## config.mk

```make
export PLATFORM = sky130hd
export DESIGN_NAME = rcc_vsw_ctrl_gen
export DESIGN_NICKNAME = d
export VERILOG_FILES = /design/src/rtl/rcc_vsw_ctrl_gen.sv
export SDC_FILE = /design/constraint.sdc
export NUM_CORES = 1
export LEC_CHECK = 0
export ABC_AREA = 1
export BUFFER_PORTS_ARGS = -buffer_cell sky130_fd_sc_hd__buf_2
export CAP_MARGIN = 30
export CORE_MARGIN = 4
export CORE_UTILIZATION = 34
export DETAILED_ROUTE_END_ITERATION = 10
export PLACE_DENSITY_LB_ADDON = 0.08
export SLEW_MARGIN = 20
export SYNTH_ARGS = -nofsm -noshare
export SYNTH_HDL_FRONTEND = slang
export SYNTH_SLANG_ARGS = --single-unit
```

## constraint.sdc

```tcl
create_clock -name clk_i -period 1.2 [get_ports clk_i]
set_clock_uncertainty 0.1 [all_clocks]
set_input_delay 0 -clock clk_i [delete_from_list [all_inputs] [get_ports clk_i]]
set_output_delay 0 -clock clk_i [all_outputs]
set_load 0.02 [all_outputs]
```

## src/rtl/rcc_vsw_ctrl_gen.sv

```systemverilog
// VSW backup-domain control register: NCH LSE channels with CSS,
// write-once RTC source select and a self-timed backup-domain reset.
module rcc_vsw_ctrl_gen #(
   parameter int NCH         = 1,
   parameter int SEL_W       = 2,
   parameter int SYNC_STAGES = 2,
   parameter int BDRST_CYC   = 4
) (
   input  logic               clk_i,
   input  logic               rst_i,
   input  logic               wr_en_i,
   input  logic [3:0]         wr_be_i,
   input  logic [31:0]        wr_data_i,
   output logic [31:0]        rd_data_o,
   input  logic [NCH-1:0]     osc_rdy_i,
   input  logic [NCH-1:0]     css_fail_i,
   output logic [NCH-1:0]     osc_on_o,
   output logic [NCH-1:0]     osc_byp_o,
   output logic [2*NCH-1:0]   osc_drv_o,
   output logic [NCH-1:0]     css_on_o,
   output logic [NCH-1:0]     cssd_o,
   output logic               css_irq_o,
   output logic               rtc_en_o,
   output logic [SEL_W-1:0]   rtc_sel_o,
   output logic               bd_rst_o
);

   localparam int CW = (BDRST_CYC > 1) ? $clog2(BDRST_CYC) : 1;
   localparam logic [0:0] IDLE = 1'b0;
   localparam logic [0:0] BUSY = 1'b1;

   logic [SYNC_STAGES-1:0][NCH-1:0] rdy_sq;
   logic [SYNC_STAGES-1:0][NCH-1:0] css_sq;
   logic [NCH-1:0] css_prev_q;
   logic [NCH-1:0] rdy_s, css_s, fail_evt;
   logic           any_fail;

   logic [NCH-1:0]   on_q, on_d, byp_q, byp_d;
   logic [NCH-1:0]   css_on_q, css_on_d, cssd_q, cssd_d;
   logic [2*NCH-1:0] drv_q, drv_d;
   logic [SEL_W-1:0] rtc_sel_q, rtc_sel_d;
   logic             rtc_en_q, rtc_en_d;
   logic             lock_q, lock_d;
   logic [0:0]       state_q, state_d;
   logic [CW-1:0]    cnt_q, cnt_d;

   logic busy, start, wr_acc;
   logic unused_w;

   assign unused_w = ^{wr_data_i, wr_be_i};

   // Synchronisers are only cleared by the async reset, never by bdrst
   always_ff @(posedge clk_i or posedge rst_i) begin
      if (rst_i) begin
         rdy_sq     <= '0;
         css_sq     <= '0;
         css_prev_q <= '0;
      end else begin
         rdy_sq     <= {rdy_sq[SYNC_STAGES-2:0], osc_rdy_i};
         css_sq     <= {css_sq[SYNC_STAGES-2:0], css_fail_i};
         css_prev_q <= css_sq[SYNC_STAGES-1];
      end
   end

   assign rdy_s    = rdy_sq[SYNC_STAGES-1];
   assign css_s    = css_sq[SYNC_STAGES-1];
   assign fail_evt = css_s & ~css_prev_q & css_on_q;
   assign any_fail = |fail_evt;

   assign busy   = (state_q == BUSY);
   assign start  = wr_en_i && !busy && wr_be_i[3] && wr_data_i[24];
   assign wr_acc = wr_en_i && !busy && !(wr_be_i[3] && wr_data_i[24]);

   always_comb begin
      on_d      = on_q;
      byp_d     = byp_q;
      drv_d     = drv_q;
      css_on_d  = css_on_q;
      cssd_d    = cssd_q;
      rtc_sel_d = rtc_sel_q;
      rtc_en_d  = rtc_en_q;
      lock_d    = lock_q;
      state_d   = state_q;
      cnt_d     = cnt_q;
      if (start) begin
         on_d      = '0;
         byp_d     = '0;
         drv_d     = '0;
         css_on_d  = '0;
         cssd_d    = '0;
         rtc_sel_d = '0;
         rtc_en_d  = 1'b0;
         lock_d    = 1'b0;
         state_d   = BUSY;
         cnt_d     = CW'(BDRST_CYC - 1);
      end else begin
         if (busy) begin
            if (cnt_q == '0) state_d = IDLE;
            else             cnt_d   = cnt_q - 1'b1;
         end
         for (int k = 0; k < NCH; k++) begin
            if (wr_acc && wr_be_i[k]) begin
               on_d[k]        = wr_data_i[8*k];
               byp_d[k]       = wr_data_i[8*k+2];
               drv_d[2*k +: 2] = wr_data_i[8*k+3 +: 2];
               if (wr_data_i[8*k+5]) css_on_d[k] = 1'b1;
            end
            if (fail_evt[k]) css_on_d[k] = 1'b0;
            cssd_d[k] = cssd_q[k] | fail_evt[k];
         end
         if (any_fail) lock_d = 1'b0;
         if (wr_acc && wr_be_i[2]) begin
            rtc_en_d = wr_data_i[23];
            if (!lock_q || any_fail) begin
               rtc_sel_d = wr_data_i[16 +: SEL_W];
               lock_d    = |wr_data_i[16 +: SEL_W];
            end
         end
      end
   end

   always_ff @(posedge clk_i or posedge rst_i) begin
      if (rst_i) begin
         on_q      <= '0;
         byp_q     <= '0;
         drv_q     <= '0;
         css_on_q  <= '0;
         cssd_q    <= '0;
         rtc_sel_q <= '0;
         rtc_en_q  <= 1'b0;
         lock_q    <= 1'b0;
         state_q   <= IDLE;
         cnt_q     <= '0;
      end else begin
         on_q      <= on_d;
         byp_q     <= byp_d;
         drv_q     <= drv_d;
         css_on_q  <= css_on_d;
         cssd_q    <= cssd_d;
         rtc_sel_q <= rtc_sel_d;
         rtc_en_q  <= rtc_en_d;
         lock_q    <= lock_d;
         state_q   <= state_d;
         cnt_q     <= cnt_d;
      end
   end

   always_comb begin
      rd_data_o = '0;
      for (int k = 0; k < NCH; k++) begin
         rd_data_o[8*k +: 8] = {1'b0, cssd_q[k], css_on_q[k],
                                drv_q[2*k +: 2], byp_q[k],
                                rdy_s[k], on_q[k]};
      end
      rd_data_o[16 +: SEL_W] = rtc_sel_q;
      rd_data_o[23]          = rtc_en_q;
      rd_data_o[24]          = busy;
   end

   assign osc_on_o  = on_q;
   assign osc_byp_o = byp_q;
   assign osc_drv_o = drv_q;
   assign css_on_o  = css_on_q;
   assign cssd_o    = cssd_q;
   assign css_irq_o = |cssd_q;
   assign rtc_en_o  = rtc_en_q;
   assign rtc_sel_o = rtc_sel_q;
   assign bd_rst_o  = busy;

endmodule

```

* After elaboration in Yosys (flattened, before gate mapping)
Cells that the tools add are included.
** Storage, ports and cells
- Bits in registers :: 18
- Input bits :: 41
- Output and inout bits :: 43
- Logic and storage cells :: 69
** Operators by class
- $add $sub $neg :: 1
- Equality and inequality tests :: 1
- Muxes and demuxes :: 26
- Bitwise operators :: 4
- Reductions and logical operators :: 22
** Operator list (number)
- $mux W1 :: 18
- $mux W2 :: 8
- $reduce_bool A2 Y1 :: 4
- $logic_and A1 B1 Y1 :: 7
- $reduce_and A2 Y1 :: 3
- $reduce_bool A3 Y1 :: 2
- $logic_not A1 Y1 :: 3
- $and A1 B1 Y1 :: 2
- $logic_not A2 Y1 :: 1
- $ne A2 B2 Y1 const B :: 1
- $reduce_or A2 Y1 :: 1
- $sub A2 B1 Y2 const B :: 1
- $logic_or A1 B1 Y1 :: 1
- $not A1 Y1 :: 1
- $or A1 B1 Y1 :: 1

* Logic depth before layout (Yosys ltp)
- Depth in word-level cells :: 7
- Depth in mapped cells :: 7
- Mapped depth without buffers :: 7

* Worst setup path before layout
Ideal clock, no wire load.
- Path type :: register -> register
- From :: register state_q, in the netlist bd_rst_o
- To :: register rtc_sel_q[0], in the netlist rtc_sel_o[0]
- Setup time :: 0.117 ns
- Data arrival time :: 1.019 ns
- Required time :: 0.983 ns
- Path slack :: -0.036 ns
- Stages on the path, launching flop included :: 7
- Buffers on the path :: 0
- Period minus slack after synthesis :: 1.236 ns
- Cells stage by stage :: dfrtp_1 > inv_1 > nand2_1 > a21oi_1 > nand2_1 > nand2_1 > nand2_1
** On the way
- Cells in the longest elaborated chain, start to end :: 6
- Elaborated cells between the ends (all ways) :: 10
- Classes of those cells :: mux: 1; reduce/logical: 9
** Ends and longest elaborated chain
- start, declared :: RTL line 44 : logic [0:0] state_q, state_d;
- start signal, assigned :: RTL line 143 : state_q <= state_d;
- $logic_not A1 Y1 * :: RTL line 71, 72
- $logic_and A1 B1 Y1 * :: RTL line 71, 72
- $logic_and A1 B1 Y1 (on tied branches) :: RTL line 71, 72
- $logic_and A1 B1 Y1 (on tied branches) :: RTL line 71, 112
- $reduce_bool A2 Y1 (no line)
- $reduce_and A2 Y1 (no line)
- end signal, assigned :: RTL line 140 : rtc_sel_q <= rtc_sel_d;
- end, declared :: RTL line 41 : logic [SEL_W-1:0] rtc_sel_q, rtc_sel_d;
Every way passes the cells marked *; elsewhere a longest branch is shown, timed or not.
A chain may end at the register's enable or synchronous reset.

* Worst setup path in the final report
- From :: register state_q, in the netlist bd_rst_o
- To :: register byp_q, in the netlist osc_byp_o
** On the way
- Cells in the longest elaborated chain, start to end :: 5
- Elaborated cells between the ends (all ways) :: 8
- Classes of those cells :: mux: 1; reduce/logical: 7
** Ends and longest elaborated chain
- $logic_not A1 Y1 * :: RTL line 71, 72
- $logic_and A1 B1 Y1 * :: RTL line 71, 72
- $logic_and A1 B1 Y1 (on tied branches) :: RTL line 71, 72
- $logic_and A1 B1 Y1 (on tied branches) :: RTL line 71, 102
- $mux W1 / $reduce_bool A2 Y1 (equally long branches)
- end signal, assigned :: RTL line 136 : byp_q <= byp_d;
- end, declared :: RTL line 38 : logic [NCH-1:0] on_q, on_d, byp_q, byp_d;
Marked as above.

==> results.toml <==
[global_route]
grt_max_degree = 11
grt_remaining_overflow = 0
grt_first_pass_wirelength_mm = 3.06
grt_pass1_vias = 728
grt_usage_pct = 11.1
grt_antenna_before_repair = 0

[finish]
drive_gt1_share_pct = 38.2
fin_nets = 208
multi_input_area_um2 = 333
seq_area_um2 = 452
area_growth_syn_to_layout_pct = 35.6
antennaDiodeCount = 0
fillers = 282

[floorplan]
rows = 19
dieWidth_um = 62.1
core_um2 = 2780
fp.dieH_um = 62.1
die-area_um2 = 3850
start_util_pct = 35.7
ios = 84

[logic_synthesis]
syn_area_um2 = 993
synth_area_leaders = "dfrtp_1 45%, buf_4 25%, inv_1 6.0%"
synth-seq-cells = 18
yosys_most_used_dff = "dfrtp_1"
yosys.area.top_type = "dfrtp_1"
netlist_top_cells_count = "33 x buf_4, 18 x dfrtp_1, 16 x inv_1"
synth_most_common_cell = "buf_4"
synth_cell_types = 17
ys_seq_area_share_pct = 45.3
synth_top_area_share_pct = 45.3
async_flop_share_pct = 100
avgSynthCellArea_um2 = 8.95
yosysWarnings = 0
synth_edf_count = 0
syn_inst = 111

[worst_setup_path]
cp_num_buf_inv = 1
r2r-start = "bd_rst_o$_DFF_PP0_"
worstRegToRegCells = 5
cp_slowest_cell = "dfrtp_2"
end_kind = "register"
rr_endpoint = "osc_byp_o$_DFFE_PP0P_"
crit_arrival_ns = 1.24
crit_path_cell_trace = "nor2_4, buf_4, nand3_4, nand3_1, o21ai_0"
path_max_fanout = 8
worstSetupStartpointType = "register"
slowest_delay_ns = 0.45
path_depth = 5
rrSetupSlack_ns = 0.03
crit_type = "register to register"
cp_top_family = "flip-flops"
critPathRequiredTime_ns = 1.28

[clock_tree]
path_clk_slew_ns = 0.10
clockRootBuffer = "clkbuf_4"
cts_inserted_buffers = 3
clock_latency_ns = 0.29
clock-sinks = 18
cts.path.max_buffers = 2
cts_tree = "yes"
htree_levels = 1

[timing]
setup_viol = 0
drv_slew = 0
fmax_ghz = 0.858
fin_crit_ns = 1.17
rsz0062_at_grt = "yes"
final.period_utilization_pct = 97.1
fin_tns_setup_ns = 0
fin_ws_ns = 0.0343
hold_violations = 0

[power]
p_leak_nw = 0.785
power_density_nw_per_um2 = 2000
irDropWorstVdd_v = 0.00112

[run]
drv_cap = 0

[place]
post-place-ws_ns = -0.0299
io_buffers = 38
place_congestion = 0.845
dpl.hpwl_mm = 1.50

[routing]
dr.pass1.iters = 4
route.vias.total = 802
route.detailed.drc = 0
wl_mm = 1.97
drtIter0Drc = 18
vias_per_cell = 4.09
wire_per_inst_um = 10.0
ant_nets = 0

[status]
status = "finished clean"

[worst_hold_path]
hp-class = "input pin to asynchronous set/reset pin"
kinds of logic (layout without fill, tap and decap cells):
logic type	Yosys count	after routing	synth area share [%]
AO/OA/AOI/OAI	10	10	5.29
adder cells (fa/ha/maj)	1	1	1.26
buffers and inverters	50	84	32.1
flip-flops	18	18	45.3
other	1	21	0.377
AND/OR/NAND/NOR	31	31	15.6
cells in the final DEF, fill, tap and decap left out:
master / n
nand3_1: 10
o21ai_1: 3
buf_4: 9
o21ai_0: 4
ha_1: 1
inv_2: 4
a21oi_1: 1
buf_12: 1
nor2_4: 1
a21oi_4: 1
nor2_2: 1
clkbuf_1: 1
nand2_4: 2
conb_1: 21
o211ai_1: 1
nand4_1: 3
dlygate4sd3_1: 16
inv_1: 12
nand2_1: 12
dfrtp_2: 1
nand2_2: 1
dfrtp_1: 17
clkbuf_4: 3
nand3_4: 1
buf_2: 38
state kept, by name (all words and copies together), names as in the netlist:
register,count
bd_rst_o,1
cnt_q,2
css_irq_o,1
css_on_o,1
css_prev_q,1
css_s,1
css_sq,1
lock_q,1
osc_byp_o,1
osc_drv_o,2
osc_on_o,1
rdy_s,1
rdy_sq,1
rtc_en_o,1
rtc_sel_o,2
cell type report:
class                   instances  area share, %
flip-flops and latches         18           33.5
repair buffers                 64           32.5
multi-input cells              63           24.7
inverters                      16           4.46
well taps                      31           2.88
clock buffers                   4           1.95
per-layer routing:
metal	track usage [%]	wire length [um]	up-vias
met5	0	0	-
met4	3.64	27	0
met3	3.93	207	2
met2	20.0	1030	39
met1	11.9	707	359
li1	-	-	402
power breakdown:
| part | leakage (nW) | internal [mW] | total [mW] | switching, mW |
|---|---|---|---|---|
| Sequential | 0.219 | 0.819 | 0.961 | 0.143 |
| Clock | 0.0150 | 0.129 | 0.308 | 0.179 |
| Combinational | 0.551 | 0.543 | 1.43 | 0.885 |
worst max path at each step:
stage	end	slack, ns	from
5_1_grt	osc_byp_o$_DFFE_PP0P_	-0.03	bd_rst_o$_DFF_PP0_
3_5_place_dp	rtc_sel_o[0]$_DFFE_PP0P_	-0.03	bd_rst_o$_DFF_PP0_
6_report	osc_byp_o$_DFFE_PP0P_	0.03	bd_rst_o$_DFF_PP0_
2_1_floorplan	rtc_sel_o[0]$_DFFE_PP0P_	0.0008	bd_rst_o$_DFF_PP0_
3_3_place_gp	rtc_sel_o[0]$_DFFE_PP0P_	-0.0006	bd_rst_o$_DFF_PP0_
4_1_cts	cnt_q[1]$_DFFE_PP0P_	0.01	cnt_q[0]$_DFFE_PP0P_
worst reg2reg max path, cell delays in order (launching register included):
cell and delay (ns):
dfrtp_2 0.45, nor2_4 0.12, buf_4 0.14, nand3_4 0.10
nand3_1 0.08, o21ai_0 0.07
per-stage QoR:
step / total power, mW / std cells / instance area (um2) / hold slack [ns] / util [%]
after floorplan: 2.07 / 131 / 1070 / -0.161 / -
after global placement: 2.28 / 174 / 1110 / -0.122 / 40.0
after detailed placement: 2.29 / 174 / 1110 / -0.118 / 40.0
after CTS: 2.67 / 194 / 1320 / 0.100 / 47.3
after global routing: 2.94 / 196 / 1350 / 0.146 / 48.4
final: 2.70 / 196 / 1350 / 0.0927 / 48.4
what timing repair did:
action,in CTS,in global routing
pin swaps,0,6
setup endpoints to repair,6,12
buffers inserted,0,2
gates resized for setup,3,10
hold buffers,16,0
endpoints found under the hold margin,29,0
No activity file was read; power rests on OpenSTA's default activity.
